[src/rtl/csla_stream_accumulator.sv]
// csla_stream_accumulator: accumulates a run of 32-bit operands using the
// BEC carry-select adder. Operands arrive on a valid/ready stream. The total,
// a sticky unsigned-overflow flag and the operand count leave on a
// valid/ready result port.

// bitmodifiedcarrylook: 32-bit carry-select adder without carry-in.
// Each 4-bit group forms its sum assuming carry-in 0 with a ripple adder. A
// binary-to-excess-1 converter (BEC) derives the carry-in 1 result from that
// sum. The real group carry then selects one of the two.
module bitmodifiedcarrylook (
  input  logic [31:0] a,
  input  logic [31:0] b,
  output logic [31:0] sum,
  output logic        cout
);
  localparam int GW = 4;
  localparam int NG = 32 / GW;

  logic [GW:0] grp_rca;
  logic [GW:0] grp_bec;
  logic        rc;
  logic        ones;
  logic        carry;

  // Group-wise ripple sum, BEC increment, and carry-driven select.
  always_comb begin
    // NOTE: every variable gets a value before any branch reads or writes it,
    // so no path can leave one unassigned and infer a latch.
    sum     = '0;
    carry   = 1'b0;
    grp_rca = '0;
    grp_bec = '0;
    rc      = 1'b0;
    ones    = 1'b0;
    for (int g = 0; g < NG; g++) begin
      rc = 1'b0;
      for (int i = 0; i < GW; i++) begin
        grp_rca[i] = a[g*GW+i] ^ b[g*GW+i] ^ rc;
        rc = (a[g*GW+i] & b[g*GW+i]) | (rc & (a[g*GW+i] ^ b[g*GW+i]));
      end
      grp_rca[GW] = rc;
      // BEC: add one to {carry, sum} by flipping each bit below which all
      // lower bits are ones.
      ones = 1'b1;
      for (int i = 0; i <= GW; i++) begin
        grp_bec[i] = grp_rca[i] ^ ones;
        ones = ones & grp_rca[i];
      end
      if (carry) begin
        sum[g*GW +: GW] = grp_bec[GW-1:0];
        carry           = grp_bec[GW];
      end else begin
        sum[g*GW +: GW] = grp_rca[GW-1:0];
        carry           = grp_rca[GW];
      end
    end
    cout = carry;
  end
endmodule

module csla_stream_accumulator #(
  parameter int CNT_W = 8
) (
  input  logic             clk,
  input  logic             rst,
  input  logic             start,
  input  logic [CNT_W-1:0] num_ops,
  input  logic             in_valid,
  input  logic [31:0]      in_data,
  output logic             in_ready,
  output logic             out_valid,
  output logic [31:0]      out_sum,
  output logic             out_ovf,
  output logic [CNT_W-1:0] out_cnt,
  input  logic             out_ready,
  output logic             busy
);
  typedef enum logic [1:0] {
    S_IDLE  = 2'd0,
    S_ACCUM = 2'd1,
    S_DONE  = 2'd2
  } state_t;

  state_t           state_q, state_d;
  logic [31:0]      acc_q, acc_d;
  logic             ovf_q, ovf_d;
  logic [CNT_W-1:0] cnt_q, cnt_d;
  logic [CNT_W-1:0] remaining_q, remaining_d;

  logic [31:0]      add_sum;
  logic             add_cout;

  // The adder has no carry-in, so the sum is simply acc + operand.
  bitmodifiedcarrylook u_adder (
    .a    (acc_q),
    .b    (in_data),
    .sum  (add_sum),
    .cout (add_cout)
  );

  // The handshake outputs depend only on the state. The result fields come
  // straight from the registers, so they hold in IDLE until the next start.
  assign in_ready  = (state_q == S_ACCUM);
  assign out_valid = (state_q == S_DONE);
  assign busy      = (state_q != S_IDLE);
  assign out_sum   = acc_q;
  assign out_ovf   = ovf_q;
  assign out_cnt   = cnt_q;

  // Next-state and datapath update. Every register holds unless a branch
  // changes it.
  always_comb begin
    state_d     = state_q;
    acc_d       = acc_q;
    ovf_d       = ovf_q;
    cnt_d       = cnt_q;
    remaining_d = remaining_q;
    unique case (state_q)
      S_IDLE: begin
        if (start) begin
          acc_d = '0;
          ovf_d = 1'b0;
          cnt_d = '0;
          if (num_ops != '0) begin
            remaining_d = num_ops;
            state_d     = S_ACCUM;
          end else begin
            state_d = S_DONE;
          end
        end
      end
      S_ACCUM: begin
        if (in_valid) begin
          acc_d       = add_sum;
          ovf_d       = ovf_q | add_cout;
          cnt_d       = cnt_q + CNT_W'(1);
          remaining_d = remaining_q - CNT_W'(1);
          if (remaining_q == CNT_W'(1)) begin
            state_d = S_DONE;
          end
        end
      end
      S_DONE: begin
        if (out_ready) begin
          state_d = S_IDLE;
        end
      end
      default: state_d = S_IDLE;
    endcase
  end

  // State and datapath registers. Reset aborts any run in progress.
  always_ff @(posedge clk or posedge rst) begin
    if (rst) begin
      state_q     <= S_IDLE;
      acc_q       <= '0;
      ovf_q       <= 1'b0;
      cnt_q       <= '0;
      remaining_q <= '0;
    end else begin
      // NOTE: non-blocking assignments make every flop sample the values
      // from before the edge, whatever order these statements are in.
      state_q     <= state_d;
      acc_q       <= acc_d;
      ovf_q       <= ovf_d;
      cnt_q       <= cnt_d;
      remaining_q <= remaining_d;
    end
  end
endmodule

[config.mk]
export PLATFORM = sky130hd
export DESIGN_NAME = csla_stream_accumulator
export DESIGN_NICKNAME = d
export VERILOG_FILES = /design/src/rtl/csla_stream_accumulator.sv
export SDC_FILE = /design/constraint.sdc
export NUM_CORES = 1
export LEC_CHECK = 0
export CAP_MARGIN = 25
export CORE_AREA = 2 2 88 90
export CTS_CLUSTER_SIZE = 14
export DETAILED_ROUTE_END_ITERATION = 8
export DIE_AREA = 0 0 90 92
export GPL_ROUTABILITY_DRIVEN = 0
export PLACE_DENSITY = 0.94
export SLEW_MARGIN = 20
export SYNTH_ARGS = -nofsm -noshare
export SYNTH_HDL_FRONTEND = slang
export SYNTH_SLANG_ARGS = --single-unit
[constraint.sdc]
create_clock -name clk -period 10.01 [get_ports clk]
set_input_delay 2.002 -clock clk [delete_from_list [all_inputs] [get_ports clk]]
set_output_delay 2.002 -clock clk [all_outputs]
set_load 0.01 [all_outputs]
==> impl_metrics.ini <==
[power]
total_power_mw = 1.28
power_density_nw_per_um2 = 259
leakagePower_nw = 2.29
vdd_drop_max_mv = 0.180

[routing]
post_drt_wl_per_cell_um = 14.7
drt_wl_total_um = 8930
vias = 3288
dr.pass1.iters = 4
viasPerCell = 5.42
drtIter0Drc = 130
drc = 0
antenna_left = 0

[setup_path]
crit_type = in -> reg
worstSetupStartpointType = input port
worst-path-max-fanout = 7
crit_path_max_incr_delay_ns = 0.46
arrival_ns = 6.07
path_cells = clkdlybuf4s50_1 > ha_1 > inv_1 > fa_1 > fa_1 > inv_1 > fa_1 > ha_1 > a21boi_2 > o2111ai_2 > and4_4 > o31ai_1 > a21oi_1 > or3_1 > a32o_1
worstSetupEndpointType = flop
critical_path_required_ns = 10.21
crit_top_cell = fa_1
slowest_stage = clkdlybuf4s50_1

[final_layout]
fin_cells = 607
num-fill-cells = 600
ff_latch_area_um2 = 1280
utilization_pct = 66.4
final_common_cell = clkdlybuf4s50_1
nNetsFinal = 605
antenna_cells = 0
final_cell_mix = 88 x clkdlybuf4s50_1, 67 x inv_1, 51 x dfrtp_1, 47 x nand2_1, 39 x o21ai_0
multi_input_area_um2 = 2280
drive_gt1_share_pct = 3.76
syn_to_final_growth_pct = 27.2

[global_route]
grt_pass1_vias = 3344
grt_usage_pct = 22.4
antenna_found_initial = 0
met1_usage_pct = 28.2
grt_first_pass_wirelength_um = 15500
use_met2_pct = 40.7
grt_max_degree = 39
grt-ovfl-total = 0
grt_busiest_layer = met2
gr-usage-met3_pct = 3.94

[timing]
finalMaxSlewViolations = 0
relSlewSlack_pct = 36.0
tightest_slew_ns = 0.960
hold_viol = 0
clock_skew_ns = 0.00832
period_minus_slack_ns = 5.87
finalCritPeriodShare_pct = 58.7
finalSetupTns_ns = 0
finalSetupViolCount = 0
fmax_mhz = 170
grt_setup_unrepaired = false

[synthesis]
synth.avg_cell_area_um2 = 9.17
yosys.area_share.simple_pct = 15.2
async_flop_share_pct = 100
yosysWarnings = 0
synth_cells = 424
synthTopCellsByArea = dfrtp_1 33%, fa_1 12%, ha_1 10%
synth_top_family_by_area = adder cells
yosys_register_bits = 51
yosysUniqueCellTypes = 51
netlist.area_leader.share_pct = 32.8
synth_compound_area_share_pct = 14.4
synthMuxAreaShare_pct = 3.09
synth_edf_count = 0
synth_top_area_cell = dfrtp_1
syn-cell-area_um2 = 3890
syn_nets = 525
synth_xor_area_share_pct = 3.15
ys.flop_type = dfrtp_1
synthAdderAreaFrac_pct = 22.7
ys_seq_area_share_pct = 32.8

[cts]
cts_tree = yes
clockBufferDepth = 2
clkSinkCount = 51
cts_hold_repair.buffers = 0
clockRootBuffer = clkbuf_8
cts_resized = 0
clk_pin_slew_worst_paths_ns = 0.10
cts_max_level = 2
insertion_delay_ns = 0.30
cts_setup_buffers = 0
cts_buffers = 5

[floorplan]
ios = 89
die_area_um2 = 8280
die_y_um = 92
rows = 32
core-area_um2 = 7450
die_width_um = 90
start_util_pct = 52.2

[placed_design]
dpl.cell_count = 599
dp_hpwl_um = 7060
io_buffer_count = 88

[job]
maxCapViolations = 0

[run_status]
outcome = finished, final reports clean

[hold_path]
min_path_type = reg -> reg
[state kept, by name, indices dropped and copies added, names as in the netlist]
signal	count
remaining_q	8
out_sum	32
out_ovf	1
out_cnt	8
state_q	2
[logic make-up (layout without fill, tap and decap cells)]
logic type	count (synthesis)	in the layout
multiplexers	12	12
flip-flops	51	51
XOR/XNOR	14	14
buffers and inverters	85	166
AO/OA/AOI/OAI	87	87
adder cells (fa/ha/maj)	56	56
AND/OR/NAND/NOR	119	119
[metrics by stage]
| stage | setup WS [ns] | hold slack [ns] | area [um^2] |
|---|---|---|---|
| 3_5_place_dp | 3.87 | 0.502 | 4850 |
| 6_report | 4.14 | 0.519 | 4950 |
| 3_3_place_gp | 4.02 | 0.486 | 4830 |
| 2_1_floorplan | 4.57 | 0.461 | 3890 |
| 5_1_grt | 3.87 | 0.553 | 4950 |
| 4_1_cts | 4.21 | 0.524 | 4950 |
[cell usage after synthesis (all sizes together) (2+ instances only)]
cell type,number
nor2,25
and4b,2
nand3,6
o31ai,5
fa,24
a22o,5
or2,3
o21ai,39
dfrtp,51
a22oi,3
nor3,6
a21oi,12
nor4,3
nor2b,3
and4,2
o2111ai,3
o211ai,8
and3,3
clkbuf,14
a31oi,2
and3b,2
nand2b,2
xnor2,6
or3,3
mux2i,12
buf,3
and2,4
inv,68
nand4,3
o311ai,3
nand3b,2
ha,32
xor2,8
nand2,47
[power breakdown]
group          leakage (nW)  internal (mW)  switching, mW
logic                  1.58          0.369          0.428
clock network        0.0515         0.0633         0.0689
registers             0.664          0.283         0.0711
[critical path, delay by kind of cell]
| family | cells | cell delay (ns) |
|---|---|---|
| adder cells (fa/ha/maj) | 5 | 1.58 |
| AO/OA/AOI/OAI | 5 | 1.27 |
| AND/OR/NAND/NOR | 2 | 0.61 |
| buffers and inverters | 3 | 0.59 |
[layout make-up]
cell class | instances | area share [%]
timing repair buffer | 90 | 18.4
sequential | 51 | 25.8
clock buffer | 8 | 2.02
tap | 102 | 2.58
multi-input combinational | 288 | 46.1
inverter | 68 | 5.16
[metal layers]
metal | share of wire, % | up-vias
li1 | - | 1576
met3 | 4.9 | 14
met5 | 0 | -
met2 | 53 | 98
met1 | 42 | 1600
met4 | 1.1 | 0
[final timing paths]
check                                   startpoint                      end  slack [ns]  depth (start not counted)
min in group asynchronous                      rst   out_sum[7]$_DFFE_PP0P_        2.02                          2
max reg2reg                 out_sum[4]$_DFFE_PP0P_  out_sum[28]$_DFFE_PP0P_        5.92                         14
max                                     in_data[4]  out_sum[28]$_DFFE_PP0P_        4.14                         15
min reg2reg                out_sum[13]$_DFFE_PP0P_  out_sum[13]$_DFFE_PP0P_        0.52                          2
min                        out_sum[13]$_DFFE_PP0P_  out_sum[13]$_DFFE_PP0P_        0.52                          2
max in group asynchronous                      rst  out_sum[29]$_DFFE_PP0P_        7.45                          3
(Power assumes the default switching activity.)
